**src/rtl/sd_slv_crc_engine.sv**
```systemverilog
// sd_slv_crc_engine: multi-lane serial CRC generator/checker (CRC7 on CMD, CRC16 on DAT lanes).
// Optional macro SD_CRC_PRESET_EN adds a `preset` input that seeds every LFSR with all-ones.

module sd_slv_crc_lane #(
  parameter int               WIDTH = 7,
  parameter logic [WIDTH-1:0] POLY  = 7'h09
) (
  input  logic             clk,
  input  logic             rst,
  input  logic             clr,
  input  logic [WIDTH-1:0] init,
  input  logic             upd,
  input  logic             shift,
  input  logic             cmp,
  input  logic             snap,
  input  logic             gen,
  input  logic             din,
  output logic             dout,
  output logic             err,
  output logic [WIDTH-1:0] crc
);
  logic [WIDTH-1:0] q, q_nxt;

  always_comb begin
    q_nxt = q;
    if (clr)        q_nxt = init;
    else if (upd)   q_nxt = {q[WIDTH-2:0], 1'b0} ^ ((din ^ q[WIDTH-1]) ? POLY : '0);
    else if (shift) q_nxt = {q[WIDTH-2:0], 1'b0};
  end

  // dout is registered from q_nxt so it lines up with the CRC-state cycle it belongs to
  always_ff @(posedge clk) begin
    if (rst) begin
      q    <= '0;
      crc  <= '0;
      err  <= 1'b0;
      dout <= 1'b0;
    end else begin
      q <= q_nxt;
      if (snap) crc <= q_nxt;
      if (clr)                               err <= 1'b0;
      else if (cmp && (din != q[WIDTH-1]))   err <= 1'b1;
      dout <= gen & q_nxt[WIDTH-1];
    end
  end
endmodule

module sd_slv_crc_engine #(
  parameter int               WIDTH = 7,
  parameter logic [WIDTH-1:0] POLY  = 7'h09,
  parameter int               LANES = 1,
  parameter int               LEN_W = 13
) (
  input  logic                   clk,
  input  logic                   rst,
  input  logic                   start,
  input  logic                   mode,
  input  logic [LEN_W-1:0]       len,
  input  logic [LANES-1:0]       din,
  input  logic                   din_vld,
`ifdef SD_CRC_PRESET_EN
  input  logic                   preset,
`endif
  output logic [LANES-1:0]       dout,
  output logic                   dout_vld,
  output logic                   busy,
  output logic                   done,
  output logic                   crc_err,
  output logic [LANES-1:0]       err_mask,
  output logic [LANES*WIDTH-1:0] crc
);
  localparam int            CW    = $clog2(WIDTH+1);
  localparam logic [CW-1:0] CLAST = CW'(WIDTH-1);

  localparam logic [1:0] S_IDLE = 2'd0;
  localparam logic [1:0] S_DATA = 2'd1;
  localparam logic [1:0] S_CRC  = 2'd2;
  localparam logic [1:0] S_DONE = 2'd3;

  typedef struct packed {
    logic             mode;
    logic [LEN_W-1:0] len;
  } frm_t;

  frm_t                         frm;
  logic [1:0]                   state, state_nxt;
  logic [LEN_W-1:0]             cnt;
  logic [CW-1:0]                ccnt;
  logic                         clr, upd, shift, cmp, snap, gen_nxt, mode_eff;
  logic [WIDTH-1:0]             init;
  logic [LANES-1:0][WIDTH-1:0]  crc_a;

`ifdef SD_CRC_PRESET_EN
  assign init = preset ? '1 : '0;
`else
  assign init = '0;
`endif

  always_comb begin
    state_nxt = state;
    clr       = 1'b0;
    upd       = 1'b0;
    shift     = 1'b0;
    cmp       = 1'b0;
    snap      = 1'b0;
    case (state)
      S_IDLE: if (start) begin
        clr = 1'b1;
        if (len == '0) begin
          snap      = 1'b1;
          state_nxt = S_CRC;
        end else begin
          state_nxt = S_DATA;
        end
      end
      S_DATA: if (din_vld) begin
        upd = 1'b1;
        if ((cnt + 1'b1) == frm.len) begin
          snap      = 1'b1;
          state_nxt = S_CRC;
        end
      end
      S_CRC: begin
        // generate mode free-runs; check mode only advances on qualified bits
        if (!frm.mode || din_vld) begin
          shift = 1'b1;
          cmp   = frm.mode;
          if (ccnt == CLAST) state_nxt = S_DONE;
        end
      end
      default: state_nxt = S_IDLE;
    endcase
  end

  assign mode_eff = (state == S_IDLE) ? mode : frm.mode;
  assign gen_nxt  = (state_nxt == S_CRC) && !mode_eff;

  always_ff @(posedge clk) begin
    if (rst) begin
      state    <= S_IDLE;
      frm      <= '0;
      cnt      <= '0;
      ccnt     <= '0;
      busy     <= 1'b0;
      done     <= 1'b0;
      dout_vld <= 1'b0;
    end else begin
      state <= state_nxt;
      if (clr) begin
        frm.mode <= mode;
        frm.len  <= len;
        cnt      <= '0;
        ccnt     <= '0;
      end else begin
        if (upd)   cnt  <= cnt + 1'b1;
        if (shift) ccnt <= ccnt + 1'b1;
      end
      busy     <= (state_nxt != S_IDLE);
      done     <= (state_nxt == S_DONE);
      dout_vld <= gen_nxt;
    end
  end

  for (genvar l = 0; l < LANES; l++) begin : g_lane
    sd_slv_crc_lane #(.WIDTH(WIDTH), .POLY(POLY)) u_lane (
      .clk   (clk),
      .rst   (rst),
      .clr   (clr),
      .init  (init),
      .upd   (upd),
      .shift (shift),
      .cmp   (cmp),
      .snap  (snap),
      .gen   (gen_nxt),
      .din   (din[l]),
      .dout  (dout[l]),
      .err   (err_mask[l]),
      .crc   (crc_a[l])
    );
  end

  assign crc     = crc_a;
  assign crc_err = |err_mask;
endmodule

```
**config.mk**
```make
export PLATFORM = sky130hd
export DESIGN_NAME = sd_slv_crc_engine
export DESIGN_NICKNAME = d
export VERILOG_FILES = /design/src/rtl/sd_slv_crc_engine.sv
export SDC_FILE = /design/constraint.sdc
export NUM_CORES = 1
export LEC_CHECK = 0
export BUFFER_PORTS_ARGS = -buffer_cell sky130_fd_sc_hd__buf_4
export CORE_MARGIN = 3
export CORE_UTILIZATION = 54
export CTS_CLUSTER_SIZE = 25
export DETAILED_ROUTE_END_ITERATION = 8
export GPL_TIMING_DRIVEN = 0
export PLACE_DENSITY = 0.75
export SLEW_MARGIN = 20
export SYNTH_ARGS = -nofsm -noshare
export SYNTH_HDL_FRONTEND = slang
export SYNTH_HIERARCHICAL = 1
export SYNTH_SLANG_ARGS = --single-unit
```
**constraint.sdc**
```tcl
create_clock -name clk -period 5.65 [get_ports clk]
set_input_delay 0.565 -clock clk [delete_from_list [all_inputs] [get_ports clk]]
set_output_delay 0.565 -clock clk [all_outputs]
set_load 0.005 [all_outputs]
```
==> run_results.csv <==
group,metric,value,unit
layout,final_nets,374,
layout,final_area,3052,sq um
global_routing,grt-ovfl-total,0,
floorplan,die_x,75.84,microns
floorplan,pin_count,32,
critical_path,startpoint_type,"flop",
logic_synthesis,synth_ff_type,"dfxtp_1",
cts,cts_max_level,2,
critical_path,worst_ep_required_time,5.86,ns
logic_synthesis,synth_edf_count,0,
logic_synthesis,syn-instance-count,309,
layout,fill_cells,397,
logic_synthesis,seq_area_frac_synth,0.3876,
critical_path,end_kind,"flop",
cts,ctsHoldBuffers,0,
global_routing,grt_max_degree,18,
critical_path,cpMostUsedCell,"o41ai_2",
power_and_ir_drop,vdd_drop_max,147.7,uV
sta,drv_slew,0,
logic_synthesis,yosys.area.top_type_share,0.3876,
floorplan,rows,24,
drt,wl_per_cell,13.35,microns
sta,setup_viol,0,
layout,n_antenna_cell,0,
global_routing,grtUsageTotal,0.2134,
placement,placedCellCount,410,
logic_synthesis,ys_ff_latch,51,
sta,tightest_slew,0.7814,ns
logic_synthesis,synthArstFlopShare,0,
critical_path,path_class,"reg2reg",
sta,slew_headroom,0.4734,
logic_synthesis,synth_area,2634,sq um
placement,place_area,2970,sq um
logic_synthesis,yosysUniqueCellTypes,59,
logic_synthesis,yosys_warnings,6,
sta,finalHoldViolCount,0,
cts,post_cts_buffers,0,
critical_path,cpMaxStageDelayCell,"o41ai_2",
sta,post-route-period-util,0.5596,
cts,cts_tree,"built",
cts,path_clk_slew,0.09,ns
min_path,min_path_type,"reg2reg",
run_status,outcome,"completed",
layout,drive_gt1_frac,0.1926,
drt,drcViolationCount,0,
sta,clock_skew,0.006541,ns
drt,drt_pass1_iterations,4,
critical_path,worstPathArrival,3.37,ns
placement,port_buffers,30,
layout,fin_cells,418,
sta,setup_tns,0,ns
placement,dp_hpwl,4245,microns
logic_synthesis,syn_avg_cell_area,8.524,sq um
cts,clock_latency,0.30,ns
global_routing,first_global_vias,2076,
cts,cts_buffers,5,
cts,clock-root-buffer,"clkbuf_8",
layout,syn_to_final_growth,15.87,%
critical_path,crit_fanout,9,
logic_synthesis,synth_area_leader_cell,"dfxtp_1",
global_routing,grt_antenna_before_repair,0,
drt,viasPerCell,5.321,
power_and_ir_drop,powerDensity,223.0,nW/um^2
placement,gp_congestion,0.7634,
power_and_ir_drop,p_leak,1.136,nW
floorplan,start_util,0.5808,
global_routing,grt_first_pass_wirelength,9390,microns
floorplan,dieHeight,75.84,microns
sta,fmax,316.3,MHz
floorplan,die-area,5752,sq um
drt,antenna_left,0,
layout,fin_util,0.6730,
cts,cts.sinks,51,
critical_path,crit_chain,"ha_1 -> nand4_1 -> nor3_1 -> xnor2_1 -> nand3_1 -> o41ai_2 -> nand2b_1 -> o41ai_2",
job,cap_viol_max_count,0,
critical_path,slowest_delay,0.75,ns
critical_path,crit_family,"compound AO/OA/AOI/OAI gates",
drt,drt-total-wl,5579,microns
cts,cts_max_path_buffers,2,
drt,drt_iter0_markers,131,
logic_synthesis,synth_area_leaders,"dfxtp_1 (39%), nand2_1 (6.4%), xnor2_1 (5.0%), a21oi_1 (4.0%), nor2_1 (3.4%)",
critical_path,crit_buf_inv,0,
sta,fin_crit,3.162,ns
cts,cts.repair.resized,0,
drt,vias,2224,
sta,rsz0062_at_grt,"no",
floorplan,design.core.area,4534,sq um
==> cells in the mapped netlist, drive strengths merged, types with 2 or more instances <==
cell type and n:
clkbuf 7, or3b 2, nand3 9, o21ai 7
o21a 6, ha 3, and2 2, or3 6
xor2 10, nand2 46, nor2 24, nor2b 10
nor4b 4, buf 11, a21oi 22, o41ai 2
a211oi 8, nor3 13, dfxtp 51, xnor2 16
nand2b 7, o32ai 5, inv 6, a21o 2
nand4 7, nor4 6
==> tightest hold or removal path, stage by stage (launching register included) <==
cell and delay, ns:
dfxtp_1 0.32, nand2_1 0.05, a21oi_1 0.05
==> metrics by stage <==
stage                     worst slack (ns)  power (mW)  hold slack (ns)
after floorplan                      2.910      0.4567           0.4451
after global placement               1.902      0.4855           0.4565
after detailed placement             2.468      0.4875           0.4615
after CTS                            2.426      0.6870           0.4734
after global routing                 2.202      0.7138           0.4908
final                                2.488      0.6806           0.4690
==> final timing paths <==
kind | startpoint | endpoint | slack (ns) | cells after the start
worst max-delay path | cnt[0] | g_lane[0].u_lane/crc[3] | 2.49 | 8
worst max register to register | cnt[0] | g_lane[0].u_lane/crc[3] | 2.49 | 8
worst min register to register | frm[9] | frm[9] | 0.47 | 2
worst min-delay path | frm[9] | frm[9] | 0.47 | 2
==> layout make-up <==
| cell class | instances | area (sq um) | share of cell area |
|---|---|---|---|
| clock buffer | 7 | 76.32 | 0.02501 |
| clock inverter | 1 | 5.005 | 0.001640 |
| buffer | 18 | 95.09 | 0.03116 |
| sequential | 51 | 1021 | 0.3346 |
| tap | 65 | 81.33 | 0.02665 |
| multi-input combinational | 240 | 1525 | 0.4998 |
| inverter | 6 | 22.52 | 0.007380 |
| timing repair buffer | 30 | 225.2 | 0.07380 |
==> power breakdown <==
| part | internal, mW | switching (mW) | leakage [nW] |
|---|---|---|---|
| registers | 0.373 | 0.00996 | 0.415 |
| clock network | 0.0872 | 0.114 | 0.0422 |
| logic | 0.0416 | 0.0547 | 0.679 |
==> cells in the final DEF, fill, tap and decap left out, types with 6 or more instances in the layout <==
| master | synthesis | final |
|---|---|---|
| clkbuf_1 | 7 | 9 |
| nand3_1 | 7 | 7 |
| nor2b_1 | 9 | 9 |
| buf_4 | 1 | 31 |
| xor2_1 | 10 | 10 |
| dfxtp_1 | 51 | 51 |
| a211oi_1 | 8 | 8 |
| nand2_1 | 45 | 45 |
| xnor2_1 | 15 | 15 |
| conb_1 | 1 | 7 |
| or3_1 | 6 | 6 |
| nor2_1 | 24 | 24 |
| buf_2 | 7 | 7 |
| a21oi_1 | 21 | 21 |
| nor3_1 | 13 | 13 |
| o21ai_0 | 7 | 7 |
| nand2b_1 | 7 | 7 |
| nand4_1 | 7 | 7 |
==> registers in the layout (all words and copies together), names as in the netlist, 2 cells and up <==
register,flops
frm,14
g_lane.u_lane/crc,7
g_lane.u_lane/q,7
state,2
cnt,13
ccnt,3
==> metal layers <==
layer  GRT usage  part of all wire  vias up
met5           0                 0        -
met4     0.06990             0.019        0
met3     0.05409             0.043       10
met2      0.3584              0.49       35
met1      0.2660              0.45     1010
li1            -                 -     1169
==> cells by family (layout without fill, tap and decap cells) <==
| family | after synthesis | count (layout) | share of synthesized area |
|---|---|---|---|
| other | 1 | 7 | 0.001424 |
| xor gates and xnor gates | 26 | 26 | 0.08931 |
| DFF | 51 | 51 | 0.3876 |
| buffers and inverters | 24 | 62 | 0.04465 |
| muxes | 2 | 2 | 0.008076 |
| and+or+nand+nor | 141 | 141 | 0.2917 |
| AOI/OAI and AO/OA | 61 | 61 | 0.1630 |
| adders and majority gates | 3 | 3 | 0.01425 |
Power figures use the tool's default switching activity.
